File: src/rtl/ib_sequencer.sv
// ---------------------------------------------------------------------------
// ib_sequencer
//
// Control FSM for one VECTOR-deep input buffer feeding the PE/MAC array.
// A job clears the buffer, takes one handshaked load burst of VECTOR words,
// then replays the stored vector rep_cnt times (0 counts as 1). Each replay
// is preceded by a GAP cycle in which the consumer must show out_ready. The
// block carries no data: it only drives the buffer's 2-bit control code and
// marks each output word with valid/last flags.
//
// Buffer control code (ib_ctl):
//   0 = idle / rewind address, 1 = store, 2 = read out, 3 = clear
//
// Ports:
//   clk        system clock, rising edge
//   rst        asynchronous active-low reset
//   start      begin a job (sampled only in IDLE)
//   abort      synchronous abort, wins over every other input
//   rep_cnt    number of read-out passes, captured on start
//   ld_valid   source has a load word ready
//   ld_ready   a word is taken this cycle (LOAD only)
//   out_ready  consumer can accept a full pass (checked in GAP)
//   ib_ctl     buffer control code
//   out_valid  buffer output word valid this cycle
//   beat_last  with out_valid: last word of a pass
//   pass_last  with out_valid: word belongs to the final pass
//   busy       high in every state except IDLE
//   done       one-cycle pulse at job end
//   err        sticky load-protocol error, cleared on start or reset
// ---------------------------------------------------------------------------
module ib_sequencer #(
  parameter int VECTOR = 4,
  parameter int REPW   = 8
) (
  input  logic            clk,
  input  logic            rst,
  input  logic            start,
  input  logic            abort,
  input  logic [REPW-1:0] rep_cnt,
  input  logic            ld_valid,
  output logic            ld_ready,
  input  logic            out_ready,
  output logic [1:0]      ib_ctl,
  output logic            out_valid,
  output logic            beat_last,
  output logic            pass_last,
  output logic            busy,
  output logic            done,
  output logic            err
);

  localparam int BW = $clog2(VECTOR + 1);
  localparam logic [BW-1:0] LAST_BEAT = BW'(VECTOR - 1);

  typedef enum logic [2:0] {
    S_IDLE,
    S_CLR,
    S_WAITL,
    S_LOAD,
    S_GAP,
    S_OUT,
    S_DONE
  } state_t;

  typedef enum logic [1:0] {
    CTL_REWIND = 2'd0,
    CTL_STORE  = 2'd1,
    CTL_READ   = 2'd2,
    CTL_CLEAR  = 2'd3
  } ctl_t;

  state_t          state, state_nx;
  logic [BW-1:0]   beat, beat_nx;
  logic [REPW-1:0] pass, pass_nx;
  logic [REPW-1:0] reps, reps_nx;
  logic            abort_pend, abort_pend_nx;
  logic            err_nx;

  logic beat_end;
  logic final_pass;
  logic flag_en;

  // reps is never 0 while busy, so reps-1 is the index of the final pass and
  // pass never has to reach a value past reps (no wrap at the REPW limit).
  assign beat_end   = (beat == LAST_BEAT);
  assign final_pass = (pass == reps - REPW'(1));

  // ---------------------------------------------------------------------------
  // State and counter registers
  // ---------------------------------------------------------------------------
  // NOTE: sequential state uses non-blocking assignments so every register
  // samples the pre-edge values regardless of statement order.
  always_ff @(posedge clk or negedge rst) begin
    if (!rst) begin
      state      <= S_IDLE;
      beat       <= '0;
      pass       <= '0;
      reps       <= '0;
      abort_pend <= 1'b0;
      err        <= 1'b0;
    end else begin
      state      <= state_nx;
      beat       <= beat_nx;
      pass       <= pass_nx;
      reps       <= reps_nx;
      abort_pend <= abort_pend_nx;
      err        <= err_nx;
    end
  end

  // ---------------------------------------------------------------------------
  // Next-state logic
  // ---------------------------------------------------------------------------
  // NOTE: every variable is given its hold value first, so no path through
  // the block leaves one unassigned and no latch is inferred.
  always_comb begin
    state_nx      = state;
    beat_nx       = beat;
    pass_nx       = pass;
    reps_nx       = reps;
    abort_pend_nx = abort_pend;
    err_nx        = err;

    if (state == S_IDLE) begin
      // abort in IDLE has no effect of its own but still suppresses start.
      if (start && !abort) begin
        state_nx      = S_CLR;
        reps_nx       = (rep_cnt == '0) ? REPW'(1) : rep_cnt;
        pass_nx       = '0;
        beat_nx       = '0;
        err_nx        = 1'b0;
        abort_pend_nx = 1'b0;
      end
    end else if (abort) begin
      // Clear the buffer once, then fall back to IDLE from CLR.
      state_nx      = S_CLR;
      abort_pend_nx = 1'b1;
      beat_nx       = '0;
    end else begin
      case (state)
        S_CLR: begin
          state_nx      = abort_pend ? S_IDLE : S_WAITL;
          abort_pend_nx = 1'b0;
        end

        S_WAITL: begin
          if (ld_valid) begin
            state_nx = S_LOAD;
            beat_nx  = '0;
          end
        end

        S_LOAD: begin
          // The buffer stores on every ctl=1 cycle, so the burst cannot
          // stall; a missing word is only reported.
          if (!ld_valid) begin
            err_nx = 1'b1;
          end
          if (beat_end) begin
            beat_nx  = '0;
            state_nx = S_GAP;
          end else begin
            beat_nx = beat + 1'b1;
          end
        end

        S_GAP: begin
          if (out_ready) begin
            state_nx = S_OUT;
          end
        end

        S_OUT: begin
          if (beat_end) begin
            beat_nx  = '0;
            pass_nx  = pass + 1'b1;
            state_nx = final_pass ? S_DONE : S_GAP;
          end else begin
            beat_nx = beat + 1'b1;
          end
        end

        S_DONE: begin
          state_nx = S_IDLE;
        end

        default: begin
          state_nx = S_IDLE;
        end
      endcase
    end
  end

  // ---------------------------------------------------------------------------
  // Moore outputs decoded from the registered state
  // ---------------------------------------------------------------------------
  always_comb begin
    ib_ctl   = CTL_REWIND;
    ld_ready = 1'b0;
    busy     = 1'b1;
    done     = 1'b0;
    case (state)
      S_IDLE: busy = 1'b0;
      S_CLR:  ib_ctl = CTL_CLEAR;
      S_LOAD: begin
        ib_ctl   = CTL_STORE;
        ld_ready = 1'b1;
      end
      S_OUT:  ib_ctl = CTL_READ;
      S_DONE: done = 1'b1;
      default: ;
    endcase
  end

  // ---------------------------------------------------------------------------
  // Output word flags
  // ---------------------------------------------------------------------------
  // Buffer read data lags each ctl=2 cycle by one clock, so the flags are the
  // OUT-state decode delayed by one register. An abort in the OUT cycle
  // flushes the bit that would otherwise still be in flight.
  assign flag_en = (state == S_OUT) && !abort;

  always_ff @(posedge clk or negedge rst) begin
    if (!rst) begin
      out_valid <= 1'b0;
      beat_last <= 1'b0;
      pass_last <= 1'b0;
    end else begin
      out_valid <= flag_en;
      beat_last <= flag_en && beat_end;
      pass_last <= flag_en && final_pass;
    end
  end

endmodule
File: config.mk
export PLATFORM = sky130hd
export DESIGN_NAME = ib_sequencer
export DESIGN_NICKNAME = d
export VERILOG_FILES = /design/src/rtl/ib_sequencer.sv
export SDC_FILE = /design/constraint.sdc
export NUM_CORES = 1
export LEC_CHECK = 0
export BUFFER_PORTS_ARGS = -buffer_cell sky130_fd_sc_hd__buf_2
export CAP_MARGIN = 30
export CELL_PAD_IN_SITES_DETAIL_PLACEMENT = 1
export CELL_PAD_IN_SITES_GLOBAL_PLACEMENT = 1
export CORE_ASPECT_RATIO = 0.5
export CORE_MARGIN = 3
export CORE_UTILIZATION = 42
export CTS_CLUSTER_DIAMETER = 30
export DETAILED_ROUTE_END_ITERATION = 10
export HOLD_SLACK_MARGIN = 0.1
export PLACE_DENSITY_LB_ADDON = 0.1
export SLEW_MARGIN = 20
export SYNTH_ARGS = -nofsm -noshare
export SYNTH_HDL_FRONTEND = slang
export SYNTH_SLANG_ARGS = --single-unit
export TNS_END_PERCENT = 10
File: constraint.sdc
create_clock -name clk -period 1.9 [get_ports clk]
set_input_delay 0.095 -clock clk [delete_from_list [all_inputs] [get_ports clk]]
set_output_delay 0.095 -clock clk [all_outputs]
set_load 0.005 [all_outputs]
# Word level (Yosys, flattened, before mapping)
# Cells that the tools add are included.
dict set report word_totals {
  ff_bits 27
  inputBits 14
  output_inout_bits 9
}
dict set report op_classes {
  n_eq_ne 15
  muxes 34
  n_addsub 3
  n_reduce_logical 19
}
# cell n
set ops {}
lappend ops {{$mux 8} 6}
lappend ops {{$mux 3} 12}
lappend ops {{$ne 4x4->1 const B} 4}
lappend ops {{$pmux 3 s5} 1}
lappend ops {{$mux 1} 11}
lappend ops {{$eq 3x2->1 const B} 3}
lappend ops {{$eq 3x3->1 const B} 3}
lappend ops {{$add 8x1->8 const B} 1}
lappend ops {{$eq 8x8->1} 1}
lappend ops {{$logic_not 8->1} 1}
lappend ops {{$reduce_and 4->1} 2}
lappend ops {{$sub 8x1->8 const B} 1}
lappend ops {{$ne 2x1->1 const B} 3}
lappend ops {{$pmux 2 s3} 1}
lappend ops {{$pmux 3 s2} 1}
lappend ops {{$reduce_bool 2->1} 3}
lappend ops {{$reduce_and 5->1} 1}
lappend ops {{$logic_and 1x1->1} 4}
lappend ops {{$mux 2} 2}
lappend ops {{$reduce_and 2->1} 2}
lappend ops {{$reduce_bool 4->1} 1}
lappend ops {{$add 3x1->3 const B} 1}
lappend ops {{$eq 3x1->1 const B} 1}
lappend ops {{$logic_not 3->1} 1}
lappend ops {{4 further kinds} 4}

# Depth between registers and ports, before layout
dict set report depth {
  ltp_word 7
  depth_mapped 8
  mapped_depth_nobuf 7
}

# Least setup slack after synthesis
# Ideal clock, no wire load.
dict set report synth_path {
  path_kind {reg2reg}
  from {register reps[0]}
  to {register state[1]}
  t_required_ps 1824
  path_buffers 1
  period_less_slack_ps 1575
  t_arrival_ps 1499
  stages_incl_launch_ff 9
  path_slack_ps 325
  cell_sequence {dfrtp_1 -> inv_1 -> ha_1 -> buf_2 -> o21bai_1 -> a211oi_1 -> o21bai_1 -> nor2b_1 -> o21ai_1}
}
dict set report synth_between {
  elab_chain_len 7
}
# element line_no
set synth_lines {}
lappend synth_lines {{start: declaration} 75} ;# logic [REPW-1:0] reps, reps_nx;
lappend synth_lines {{start signal: assignment} 105} ;# reps <= reps_nx;
lappend synth_lines {{$sub 8x1->8} 86} ;# assign final_pass = (pass == reps - REPW'(1));
lappend synth_lines {{$eq 8x8->1} 86}
lappend synth_lines {{$mux 2} 177} ;# state_nx = final_pass ? S_DONE : S_GAP;
lappend synth_lines {{$mux 3} 174} ;# if (beat_end) begin
lappend synth_lines {{$pmux 3 s5} 140} ;# case (state)
lappend synth_lines {{$mux 3} 134} ;# end else if (abort) begin
lappend synth_lines {{$mux 3} 124} ;# if (state == S_IDLE) begin
lappend synth_lines {{end signal: assignment} 102} ;# state <= state_nx;
lappend synth_lines {{end: declaration} 72} ;# state_t state, state_nx;
# Every way passes these cells. The select of a mux whose other input is x is not followed.
# A chain may end at the register's enable or synchronous reset.

# Final worst setup path
# Ends and elaborated chain as after synthesis.

==> impl_metrics.toml <==
[clock_tree]
cts_root_buf = "clkbuf_8"
cts_buffers = 3
tritoncts = "done"
post_cts_buffers = 0
clock_latency_ns = 0.28
cts_max_level = 1
cts_buffer_depth = 2
cts_sinks = 27
clkTransAtPathRegs_ns = 0.10

[pwr]
pwr_density_cell_nw_per_um2 = 1210
leakagePower_nw = 0.901
ir_worst_vdd_v = 0.000417
power.total_w = 0.00232

[timing]
worst_slew_pin_slew_ns = 0.618
relSlewSlack_pct = 58.8
setup_violations = 0
period_share_pct = 91.6
rsz0062_at_grt = "no"
hold_violations = 0
fmax_mhz = 574
fin_setup_tns_ns = 0
finClkSkew_ns = 0.00694
fin_crit_ns = 1.74
slew_violations = 0

[worst_setup_path]
worstPathCellList = "inv_1 > ha_1 > o21bai_1 > a211oi_1 > o21bai_1 > nor2b_1 > o21ai_1"
critPathLaunchType = "register"
endpoint_kind = "register"
path_class = "register to register"
slowest_stage = "dfrtp_1"
arrival_ns = 1.95
worst_ep_required_time_ns = 2.11
path_common_cell = "o21bai_1"
critPathMaxFanout = 8
cpPeakStageDelay_ns = 0.45

[global_route]
grt_pass1_vias = 1431
grt_pass1_wl_um = 6930
grt_overflow = 0
grt_max_degree = 28
grt_antenna_before_repair = 0
grt.total_usage_pct = 19.2

[synthesis]
netlist_top_cells_area = "dfrtp_1, nand2_1, xnor2_1"
async_flop_share_pct = 100
synth-xor-area-share_pct = 8.22
yosysMostFrequentCell = "nand2_1"
synthFlopType = "dfrtp_1"
synth_top_area_share_pct = 42.3
syn_area_um2 = 1600
synth-edff-count = 0
synth_area_leader_cell = "dfrtp_1"
synthAdderAreaFrac_pct = 2.35
postSynthCellCount = 183
synth_common_cells = "nand2_1, dfrtp_1, nor2_1, xnor2_1"
seq_area_frac_synth_pct = 42.3
syn_avg_cell_area_um2 = 8.73
ys_seq_elements = 27
synth_compound_area_share_pct = 14.0
synth_top_family_by_area = "simple AND/OR/NAND/NOR gates"
synth_cell_type_count = 43
syn_nets = 200
synth-simple-area-share_pct = 28.6
synth_warnings = 0
synthMuxAreaShare_pct = 0.626

[place]
dp_hpwl_um = 3000
io_buffers = 22
gp_congestion = 0.797

[job]
cap_violations = 0

[cells_and_area]
seq_area_um2 = 676
multi_input_area_um2 = 865
area_growth_pct = 19.4
fin_nets = 233
n_antenna_cell = 0
fillers = 434
drive_gt1_share_pct = 18.6

[die]
start_util_pct = 45.0
core_um2 = 3550
rows = 15
die_height_um = 49.6
die_area_um2 = 4630
fp.dieW_um = 93.2
io_pins = 23

[drt]
drtPass1Iterations = 4
post-route-drc-count = 0
drt-total-wl_um = 3980
wl_per_cell_um = 15.0
drt.antenna.violating_nets = 0
vias = 1386
drtIter0Drc = 25
viasPerCell = 5.21

[min_path]
hold_path.class = "primary input to register"

[status]
status = "finished clean"
-- layer usage --
layer | share of wire (%) | routed length [um] | up-vias | global-route usage [%]
li1 | - | - | 694 | -
met1 | 50 | 2000 | 659 | 26.3
met4 | 0.58 | 23 | 0 | 2.92
met2 | 45 | 1790 | 31 | 32.2
met3 | 4.1 | 165 | 2 | 3.81
met5 | 0 | 0 | - | 0
-- worst max-delay path: cells and delay by family, from the launching register on --
| kind | cells | cell delay, ns |
|---|---|---|
| fa+ha+maj | 1 | 0.32 |
| buf+inv | 1 | 0.08 |
| compound gates | 4 | 0.69 |
| flops | 1 | 0.45 |
| simple gates | 1 | 0.14 |
-- power breakdown --
group	leakage, nW	switching, W	total [W]	internal, W
clock	0.0255	0.000188	0.000336	0.000147
combinational	0.517	0.000587	0.00108	0.000497
sequential	0.359	0.000184	0.000896	0.000712
-- sequential cells by signal, summed over array words and instances, names as in the netlist --
signal,count
pass_last,1
reps,8
state,3
err,1
abort_pend,1
beat_last,1
pass,8
out_valid,1
beat,3
-- timing repair --
item / in CTS / in global routing
endpoints found under the setup margin: 0 / 1
endpoints found under the hold margin: 34 / 0
gates resized for setup: 0 / 2
hold buffers: 8 / 0
-- stage by stage --
stage / instance area [um^2] / setup slack (ns) / hold WS, ns / util [%] / cells
2_1_floorplan: 1600 / 0.325 / -0.201 / - / 183
3_3_place_gp: 1780 / 0.186 / 0.147 / 50.1 / 254
3_5_place_dp: 1780 / 0.139 / 0.146 / 50.1 / 254
4_1_cts: 1900 / 0.0823 / 0.121 / 53.7 / 266
5_1_grt: 1910 / 0.0318 / 0.126 / 53.8 / 266
6_report: 1910 / 0.159 / 0.129 / 53.8 / 266
-- cells in the final DEF (no fill, tap or decap), types with 3 or more instances in the layout --
cell type,instances
o21bai_1,4
o21ai_0,7
buf_4,7
dlygate4sd3_1,8
dfrtp_1,27
nor3_1,6
xnor2_1,9
nor2b_1,6
a21oi_1,8
nor2_1,15
nand4_1,3
or3_1,3
nand3_1,5
xor2_1,6
ha_1,3
buf_2,22
nand2_1,33
inv_1,4
nor4_1,4
clkbuf_8,3
-- area by class of cell --
| cell class | count | area share, % |
|---|---|---|
| inverters | 4 | 0.787 |
| well taps | 51 | 3.34 |
| clock buffers | 3 | 2.16 |
| flip-flops and latches | 27 | 35.4 |
| multi-input cells | 143 | 45.3 |
| repair buffers | 37 | 12.7 |
| clock inverters | 1 | 0.262 |
-- kinds of logic (layout without fill, tap and decap cells) --
kind of cell,count (synthesis),after routing
AOI/OAI and AO/OA,35,35
xor gates and xnor gates,15,15
adders and majority gates,3,3
buffers and inverters,13,45
DFF,27,27
muxes,1,1
and+or+nand+nor,89,89
-- worst paths after layout --
path	end	from	slack (ns)	cells after the start
setup / recovery	state[1]	reps[0]	0.16	7
hold / removal	state[2]	abort	0.13	2
setup reg to reg	state[1]	reps[0]	0.16	7
hold reg to reg	beat[2]	beat[2]	0.49	1
max in group asynchronous	reps[0]	rst	1.13	2
min in group asynchronous	abort_pend	rst	0.35	2
No activity file was read; power rests on OpenSTA's default activity.
